$ cat src/rtl/uart_tx_queue_if.sv
// uart_tx_queue_if: host-write, status and TX-parallel signals of uart_tx_queue.
// The slave modport is the queue itself; the master modport is the environment,
// i.e. the host writer together with the UART transmitter it feeds.
// Optional macro UART_TXQ_RETRY_EN adds the retry_count status signal.
interface uart_tx_queue_if #(
    parameter int DATA_WIDTH = 8,
    parameter int DEPTH      = 16
);
    localparam int CNT_W = $clog2(DEPTH) + 1;

    // host write side and queue status
    logic                  wr_en;
    logic [DATA_WIDTH-1:0] wr_data;
    logic                  fifo_full;
    logic                  fifo_empty;
    logic [CNT_W-1:0]      fifo_count;
    logic                  overflow;
    logic                  tx_timeout;

    // transmitter parallel interface
    logic [DATA_WIDTH-1:0] P_DATA_IN_TX;
    logic                  DATA_VALID_TX;
    logic                  busy_flag_TX;
    logic                  data_lost_TX;

`ifdef UART_TXQ_RETRY_EN
    logic [7:0]            retry_count;

    modport slave (
        input  wr_en, wr_data, busy_flag_TX, data_lost_TX,
        output fifo_full, fifo_empty, fifo_count, overflow, tx_timeout,
               P_DATA_IN_TX, DATA_VALID_TX, retry_count
    );

    modport master (
        output wr_en, wr_data, busy_flag_TX, data_lost_TX,
        input  fifo_full, fifo_empty, fifo_count, overflow, tx_timeout,
               P_DATA_IN_TX, DATA_VALID_TX, retry_count
    );
`else
    modport slave (
        input  wr_en, wr_data, busy_flag_TX, data_lost_TX,
        output fifo_full, fifo_empty, fifo_count, overflow, tx_timeout,
               P_DATA_IN_TX, DATA_VALID_TX
    );

    modport master (
        output wr_en, wr_data, busy_flag_TX, data_lost_TX,
        input  fifo_full, fifo_empty, fifo_count, overflow, tx_timeout,
               P_DATA_IN_TX, DATA_VALID_TX
    );
`endif

endinterface

$ cat src/rtl/uart_tx_queue.sv
// uart_tx_queue: byte queue in front of a UART transmitter.
// Host words are buffered in a synchronous FIFO and launched one at a time on
// P_DATA_IN_TX / DATA_VALID_TX, paced by busy_flag_TX. The head word stays in
// the FIFO until the transmitter acknowledges it (busy rises) or the
// acknowledge timer expires, so fifo_count includes the word in flight.
// Optional feature, macro UART_TXQ_RETRY_EN: a word reported lost, or one that
// times out, is kept and relaunched; retry_count tracks the relaunches.
module uart_tx_queue #(
    parameter int DATA_WIDTH  = 8,
    parameter int DEPTH       = 16,
    parameter int ACK_TIMEOUT = 15
) (
    input logic            tx_clk,
    input logic            rst,     // asynchronous, active low
    uart_tx_queue_if.slave bus
);

    localparam int PTR_W = $clog2(DEPTH);
    localparam int CNT_W = PTR_W + 1;
    localparam logic [7:0] TIMEOUT_LAST = 8'(ACK_TIMEOUT);

    // Elaboration-time parameter sanity checks.
    if (DEPTH < 2 || (DEPTH & (DEPTH - 1)) != 0) begin : g_bad_depth
        $error("uart_tx_queue: DEPTH must be a power of two and at least 2");
    end
    if (ACK_TIMEOUT < 1 || ACK_TIMEOUT > 255) begin : g_bad_timeout
        $error("uart_tx_queue: ACK_TIMEOUT must be in 1..255");
    end

    typedef enum logic [1:0] {
        IDLE,       // waiting for a queued word and an idle transmitter
        LAUNCH,     // strobe cycle, DATA_VALID_TX is high
        WAIT_ACK,   // waiting for busy_flag_TX to confirm the word was taken
        WAIT_DONE   // transmitter busy with our word
    } state_t;

    state_t                state;
    logic [7:0]            timer;

    logic [DATA_WIDTH-1:0] mem [DEPTH];
    logic [PTR_W-1:0]      wr_ptr;
    logic [PTR_W-1:0]      rd_ptr;
    logic [CNT_W-1:0]      count;

    logic                  full;
    logic                  empty;
    logic                  push;
    logic                  pop;
    logic [DATA_WIDTH-1:0] head_word;

    logic [DATA_WIDTH-1:0] data_q;
    logic                  valid_q;
    logic                  timeout_q;
    logic                  overflow_q;

`ifdef UART_TXQ_RETRY_EN
    logic [7:0]            retry_q;
    logic                  relaunch_q;   // next launch repeats a lost/timed-out word
`else
    // Loss reports only matter when relaunching is built in.
    logic                  lost_unused;
    assign lost_unused = bus.data_lost_TX;
`endif

    // Full/empty come from the registered count, i.e. the pre-edge occupancy,
    // so a write that meets a pop while full is still dropped.
    assign full      = (count == CNT_W'(DEPTH));
    assign empty     = (count == '0);
    assign push      = bus.wr_en && !full;
    assign head_word = mem[rd_ptr];

    // Pop the head only on acknowledge, or on timeout when relaunch is not built in.
    always_comb begin
        // NOTE: every always_comb output gets a default first so no path leaves
        // it unassigned; an unassigned path would infer a latch.
        pop = 1'b0;
        if (state == WAIT_ACK) begin
            if (bus.busy_flag_TX) begin
                pop = 1'b1;
            end
`ifndef UART_TXQ_RETRY_EN
            else if (timer == TIMEOUT_LAST) begin
                pop = 1'b1;
            end
`endif
        end
    end

    // FIFO storage write port.
    always_ff @(posedge tx_clk) begin
        // NOTE: the storage array has no reset; pointers and count define which
        // entries are valid, so clearing the array would only cost reset fan-out.
        if (push) begin
            mem[wr_ptr] <= bus.wr_data;
        end
    end

    // FIFO pointers, occupancy and the overflow pulse.
    always_ff @(posedge tx_clk or negedge rst) begin
        // NOTE: sequential state uses non-blocking assignments so every register
        // samples pre-edge values regardless of statement order.
        if (!rst) begin
            wr_ptr     <= '0;
            rd_ptr     <= '0;
            count      <= '0;
            overflow_q <= 1'b0;
        end else begin
            overflow_q <= bus.wr_en && full;
            if (push) begin
                wr_ptr <= wr_ptr + 1'b1;
            end
            if (pop) begin
                rd_ptr <= rd_ptr + 1'b1;
            end
            case ({push, pop})
                2'b10:   count <= count + 1'b1;
                2'b01:   count <= count - 1'b1;
                default: count <= count;
            endcase
        end
    end

    // Launch FSM with registered strobe, data, timeout and retry outputs.
    always_ff @(posedge tx_clk or negedge rst) begin
        if (!rst) begin
            state      <= IDLE;
            timer      <= '0;
            data_q     <= '0;
            valid_q    <= 1'b0;
            timeout_q  <= 1'b0;
`ifdef UART_TXQ_RETRY_EN
            retry_q    <= '0;
            relaunch_q <= 1'b0;
`endif
        end else begin
            // Strobe and timeout are single-cycle pulses unless set below.
            valid_q   <= 1'b0;
            timeout_q <= 1'b0;
            case (state)
                IDLE: begin
                    if (!empty && !bus.busy_flag_TX) begin
                        data_q  <= head_word;
                        valid_q <= 1'b1;
                        state   <= LAUNCH;
`ifdef UART_TXQ_RETRY_EN
                        if (relaunch_q) begin
                            relaunch_q <= 1'b0;
                            if (retry_q != 8'hFF) begin
                                retry_q <= retry_q + 1'b1;
                            end
                        end
`endif
                    end
                end
                LAUNCH: begin
                    timer <= '0;
                    state <= WAIT_ACK;
                end
                WAIT_ACK: begin
                    if (bus.busy_flag_TX) begin
                        state <= WAIT_DONE;
`ifdef UART_TXQ_RETRY_EN
                        retry_q <= '0;
`endif
                    end
`ifdef UART_TXQ_RETRY_EN
                    else if (bus.data_lost_TX) begin
                        relaunch_q <= 1'b1;
                        state      <= IDLE;
                    end
`endif
                    else if (timer == TIMEOUT_LAST) begin
                        timeout_q <= 1'b1;
                        state     <= IDLE;
`ifdef UART_TXQ_RETRY_EN
                        relaunch_q <= 1'b1;
`endif
                    end else begin
                        timer <= timer + 1'b1;
                    end
                end
                WAIT_DONE: begin
                    if (!bus.busy_flag_TX) begin
                        state <= IDLE;
                    end
                end
                default: state <= IDLE;
            endcase
        end
    end

    assign bus.fifo_full     = full;
    assign bus.fifo_empty    = empty;
    assign bus.fifo_count    = count;
    assign bus.overflow      = overflow_q;
    assign bus.tx_timeout    = timeout_q;
    assign bus.P_DATA_IN_TX  = data_q;
    assign bus.DATA_VALID_TX = valid_q;
`ifdef UART_TXQ_RETRY_EN
    assign bus.retry_count   = retry_q;
`endif

endmodule

$ cat src/flat_wrapper.sv
// flat-port wrapper written by rule: the top's interface ports become plain ports
module uart_tx_queue_flat 
#(
    parameter int DATA_WIDTH  = 8,
    parameter int DEPTH       = 16,
    parameter int ACK_TIMEOUT = 15
)
  (tx_clk, rst, bus_wr_en, bus_wr_data, bus_busy_flag_TX, bus_data_lost_TX, bus_fifo_full, bus_fifo_empty, bus_fifo_count, bus_overflow, bus_tx_timeout, bus_P_DATA_IN_TX, bus_DATA_VALID_TX);
  uart_tx_queue_if #(.DATA_WIDTH(DATA_WIDTH), .DEPTH(DEPTH)) bus_i ();
  input logic tx_clk;
  input logic rst;
  input wire logic [$bits(bus_i.wr_en)-1:0] bus_wr_en;
  input wire logic [$bits(bus_i.wr_data)-1:0] bus_wr_data;
  input wire logic [$bits(bus_i.busy_flag_TX)-1:0] bus_busy_flag_TX;
  input wire logic [$bits(bus_i.data_lost_TX)-1:0] bus_data_lost_TX;
  output wire logic [$bits(bus_i.fifo_full)-1:0] bus_fifo_full;
  output wire logic [$bits(bus_i.fifo_empty)-1:0] bus_fifo_empty;
  output wire logic [$bits(bus_i.fifo_count)-1:0] bus_fifo_count;
  output wire logic [$bits(bus_i.overflow)-1:0] bus_overflow;
  output wire logic [$bits(bus_i.tx_timeout)-1:0] bus_tx_timeout;
  output wire logic [$bits(bus_i.P_DATA_IN_TX)-1:0] bus_P_DATA_IN_TX;
  output wire logic [$bits(bus_i.DATA_VALID_TX)-1:0] bus_DATA_VALID_TX;
  assign bus_i.wr_en = bus_wr_en;
  assign bus_i.wr_data = bus_wr_data;
  assign bus_i.busy_flag_TX = bus_busy_flag_TX;
  assign bus_i.data_lost_TX = bus_data_lost_TX;
  assign bus_fifo_full = bus_i.fifo_full;
  assign bus_fifo_empty = bus_i.fifo_empty;
  assign bus_fifo_count = bus_i.fifo_count;
  assign bus_overflow = bus_i.overflow;
  assign bus_tx_timeout = bus_i.tx_timeout;
  assign bus_P_DATA_IN_TX = bus_i.P_DATA_IN_TX;
  assign bus_DATA_VALID_TX = bus_i.DATA_VALID_TX;
  uart_tx_queue #(.DATA_WIDTH(DATA_WIDTH), .DEPTH(DEPTH), .ACK_TIMEOUT(ACK_TIMEOUT)) u_core (.tx_clk(tx_clk), .rst(rst), .bus(bus_i));
endmodule
$ cat config.mk
export PLATFORM = sky130hd
export DESIGN_NAME = uart_tx_queue_flat
export DESIGN_NICKNAME = d
export VERILOG_FILES = /design/src/rtl/uart_tx_queue_if.sv /design/src/rtl/uart_tx_queue.sv /design/src/flat_wrapper.sv
export SDC_FILE = /design/constraint.sdc
export NUM_CORES = 1
export LEC_CHECK = 0
export CORE_UTILIZATION = 50
export CTS_CLUSTER_SIZE = 8
export DETAILED_ROUTE_END_ITERATION = 10
export GPL_TIMING_DRIVEN = 0
export PLACE_DENSITY = 0.68
export SLEW_MARGIN = 20
export SYNTH_ARGS = -nofsm -noshare
export SYNTH_HDL_FRONTEND = slang
export SYNTH_SLANG_ARGS = --single-unit
$ cat constraint.sdc
create_clock -name tx_clk -period 3.7 [get_ports tx_clk]
set_input_delay 0.555 -clock tx_clk [delete_from_list [all_inputs] [get_ports tx_clk]]
set_output_delay 0.555 -clock tx_clk [all_outputs]
set_load 0.03 [all_outputs]
==> key figures <==
Status
  • Outcome: finished, final reports clean

Timing
  • RSZ-0062 raised after global routing: no
  • Fmax: 0.308 GHz
  • Worst-margin pin slew: 1.04 ns
  • Clock skew: 0.00688 ns
  • Final Hold Viols: 0
  • Period utilization: 87.7%
  • Finish-stage setup viols: 0
  • Rel. slew slack: 30.1%
  • Slew Limit Fails: 0
  • Post-route minimum period: 3.24 ns
  • Setup TNS: 0 ns

Logic synthesis
  • Yosys reg bits: 162
  • Synth unique cells: 44
  • Syn Area/Cell: 18.4 sq um
  • YS warnings: 0
  • Synth Instances: 368
  • Netlist Area Pre-Place: 6750 sq um
  • Syn nets: 391
  • Seq/Total Area, Yosys: 69.5%

CTS
  • CTS Root Cell: clkbuf_16
  • Skew-Pair Late Insertion Delay: 0.42 ns
  • CTS H-tree depth: 4
  • CTS tree: yes
  • CTS max path bufs: 2
  • Num CTS Buffers: 17
  • CTS clk-pin slew, worst paths: 0.06 ns
  • Clock sink total: 162
  • Setup bufs post-CTS: 0
  • Hold buffers post-CTS: 1
  • Post-cts repair resize count: 0

Final layout
  • Share of cells above drive strength 1: 23.8%
  • Area grow syn2layout: 17.4%
  • Area of the multi-input gates: 1970 sq um
  • Post-layout util: 60.1%
  • Most common cell after layout, fill and taps aside: edfxtp_1
  • Final Cell Area: 7930 sq um
  • Nets: 443
  • # fillers: 969
  • Non-filler cells, final: 609
  • Antenna diodes: 0
  • Sequential cell area: 4690 sq um
  • Commonest non-fill, non-tap cells in the layout: edfxtp_1 (128), dfrtp_1 (34), mux4_2 (32)

Global route
  • First-pass GRT wire length: 19.3 mm
  • Initial antenna violation count: 0
  • Vias in the first global route: 3,415
  • GRT overflow: 0
  • Largest net degree at the start of global routing: 32
  • Tot GR Track Use: 19.4%

Die
  • Die area: 14,000 sq um
  • Initial Utilization: 51.2%
  • IO Count: 31
  • Die Y: 118 um
  • Rows: 42
  • Die width: 118 um
  • Core box area: 13,200 sq um

Place
  • Placer Congestion: 0.725
  • Buffers on Ports: 29
  • Placed inst area: 7310 sq um
  • DPL Wire Length: 7.91 mm
  • Post-Place Cells: 576

Detailed routing
  • Starting DRT DRC Count: 238
  • Vias/cell: 5.60
  • DRT Wirelength: 12.4 mm
  • DRC: 0
  • DR WL/cell: 20.4 um
  • Via count: 3,410
  • ANT nets after route: 0
  • Pre-antenna DRT Iters: 4

Setup path
  • Worst EP arrival: 3.53 ns
  • Startpoint types: flop
  • CP Class: flop to flop
  • RR Endpoint: u_core.bus.fifo_count[4]
  • Critical Path RT: 3.99 ns
  • R2R depth: 11
  • Crit path capture type: flop
  • R2R Path Start: u_core.timer[4]
  • Max FO, Critical Path: 9
  • Setup slack, reg-to-reg: 0.46 ns

Pwr
  • PwrDens: 780 nW/um^2
  • Leakage: 2.79 nW
  • Max rail drop VDD: 414 uV

Flow run
  • Max-cap viol count: 0

Worst hold path
  • Hold Crit Class: primary input to asynchronous set/reset pin
registers in the layout, indices dropped and copies added (netlist names):
register                  cells
u_core.bus.DATA_VALID_TX      1
u_core.bus.P_DATA_IN_TX       8
u_core.bus.fifo_count         5
u_core.bus.overflow           1
u_core.bus.tx_timeout         1
u_core.mem                  128
u_core.rd_ptr                 4
u_core.state                  2
u_core.timer                  8
u_core.wr_ptr                 4
cell usage after synthesis, drive strengths merged:
| library cell | instances | area (sq um) |
|---|---|---|
| a211oi | 1 | 7.51 |
| buf | 16 | 85.1 |
| edfxtp | 128 | 3840 |
| o211a | 1 | 10.0 |
| a21oi | 6 | 41.3 |
| nor2b | 2 | 12.5 |
| and3b | 1 | 8.76 |
| and2b | 1 | 7.51 |
| o21a | 1 | 7.51 |
| or3b | 1 | 8.76 |
| nor3b | 4 | 35.0 |
| mux2i | 25 | 250 |
| and3 | 2 | 12.5 |
| nor3 | 5 | 30.0 |
| ha | 10 | 125 |
| a31oi | 1 | 6.26 |
| and2 | 1 | 6.26 |
| nor4 | 3 | 48.8 |
| o21ai | 6 | 30.0 |
| a21boi | 2 | 15.0 |
| nor2 | 21 | 86.3 |
| nand2b | 5 | 31.3 |
| nand4 | 2 | 12.5 |
| clkbuf | 3 | 11.3 |
| xnor2 | 9 | 78.8 |
| dfrtp | 34 | 851 |
| a2111oi | 3 | 82.6 |
| nand2 | 14 | 52.6 |
| inv | 4 | 15.0 |
| mux4 | 32 | 721 |
| xor2 | 7 | 61.3 |
| mux2 | 10 | 113 |
| a311oi | 1 | 8.76 |
| nand3 | 3 | 15.0 |
| o31ai | 1 | 7.51 |
| a21o | 2 | 15.0 |
worst max-delay path by stage:
stage                                        start                        to  slack (ns)  cells past startpoint
final                              u_core.timer[4]  u_core.bus.fifo_count[4]        0.46                     11
after global routing      u_core.bus.fifo_count[1]  u_core.bus.fifo_count[4]        0.22                     12
after CTS                          u_core.timer[4]  u_core.bus.fifo_count[4]        0.44                     11
after detailed placement                 bus_wr_en  u_core.bus.fifo_count[4]        0.28                     11
after global placement                   bus_wr_en          u_core.mem[1][1]        0.27                      4
after floorplan                    u_core.timer[4]  u_core.bus.fifo_count[4]        0.82                     11
area by class of cell:
class                      instances  area share [%]
clock inverter                    13            2.00
sequential                       162            59.2
inverter                           4           0.189
clock buffer                      19            5.59
timing repair buffer              33            4.17
tap                              176            2.78
multi-input combinational        183            24.8
buffer                            19            1.22
power breakdown:
part,internal [W],switching (W)
sequential,0.00227,0.000130
clock,0.00108,0.000689
combinational,0.000907,0.00111
total,0.00425,0.00193
cell families (layout without fill, tap and decap cells):
logic type | Yosys count | in the layout | share of synthesized area (%)
muxes | 67 | 67 | 16.0
xor gates and xnor gates | 16 | 16 | 2.07
and+or+nand+nor | 65 | 65 | 5.45
buffers and inverters | 23 | 88 | 1.65
AOI/OAI and AO/OA | 25 | 25 | 3.43
DFF | 162 | 162 | 69.5
adders and majority gates | 10 | 10 | 1.85
critical path, stage by stage (launching register included):
cell and delay, ns:
dfrtp_1 0.46, nor4_4 0.79, a21oi_4 0.17, nor2_4 0.17, ha_1 0.19, clkbuf_1 0.30
xor2_1 0.13, ha_1 0.23, o211a_1 0.23, o31ai_1 0.21, a31oi_1 0.08, xor2_1 0.16
routing by layer:
layer	GRT usage [%]	vias up	routed length, um
li1	-	1545	-
met1	25.5	1736	5360
met2	30.8	106	6060
met3	5.21	23	723
met4	7.85	0	276
met5	0	-	0
metrics by stage:
step           setup slack (ns)  hold slack, ns  total power [W]
2_1_floorplan             0.822           0.259          0.00385
3_3_place_gp              0.267           0.491          0.00440
3_5_place_dp              0.284           0.375          0.00447
4_1_cts                   0.440           0.458          0.00625
5_1_grt                   0.224           0.471          0.00648
6_report                  0.457           0.477          0.00618
Power figures use the tool's default switching activity.
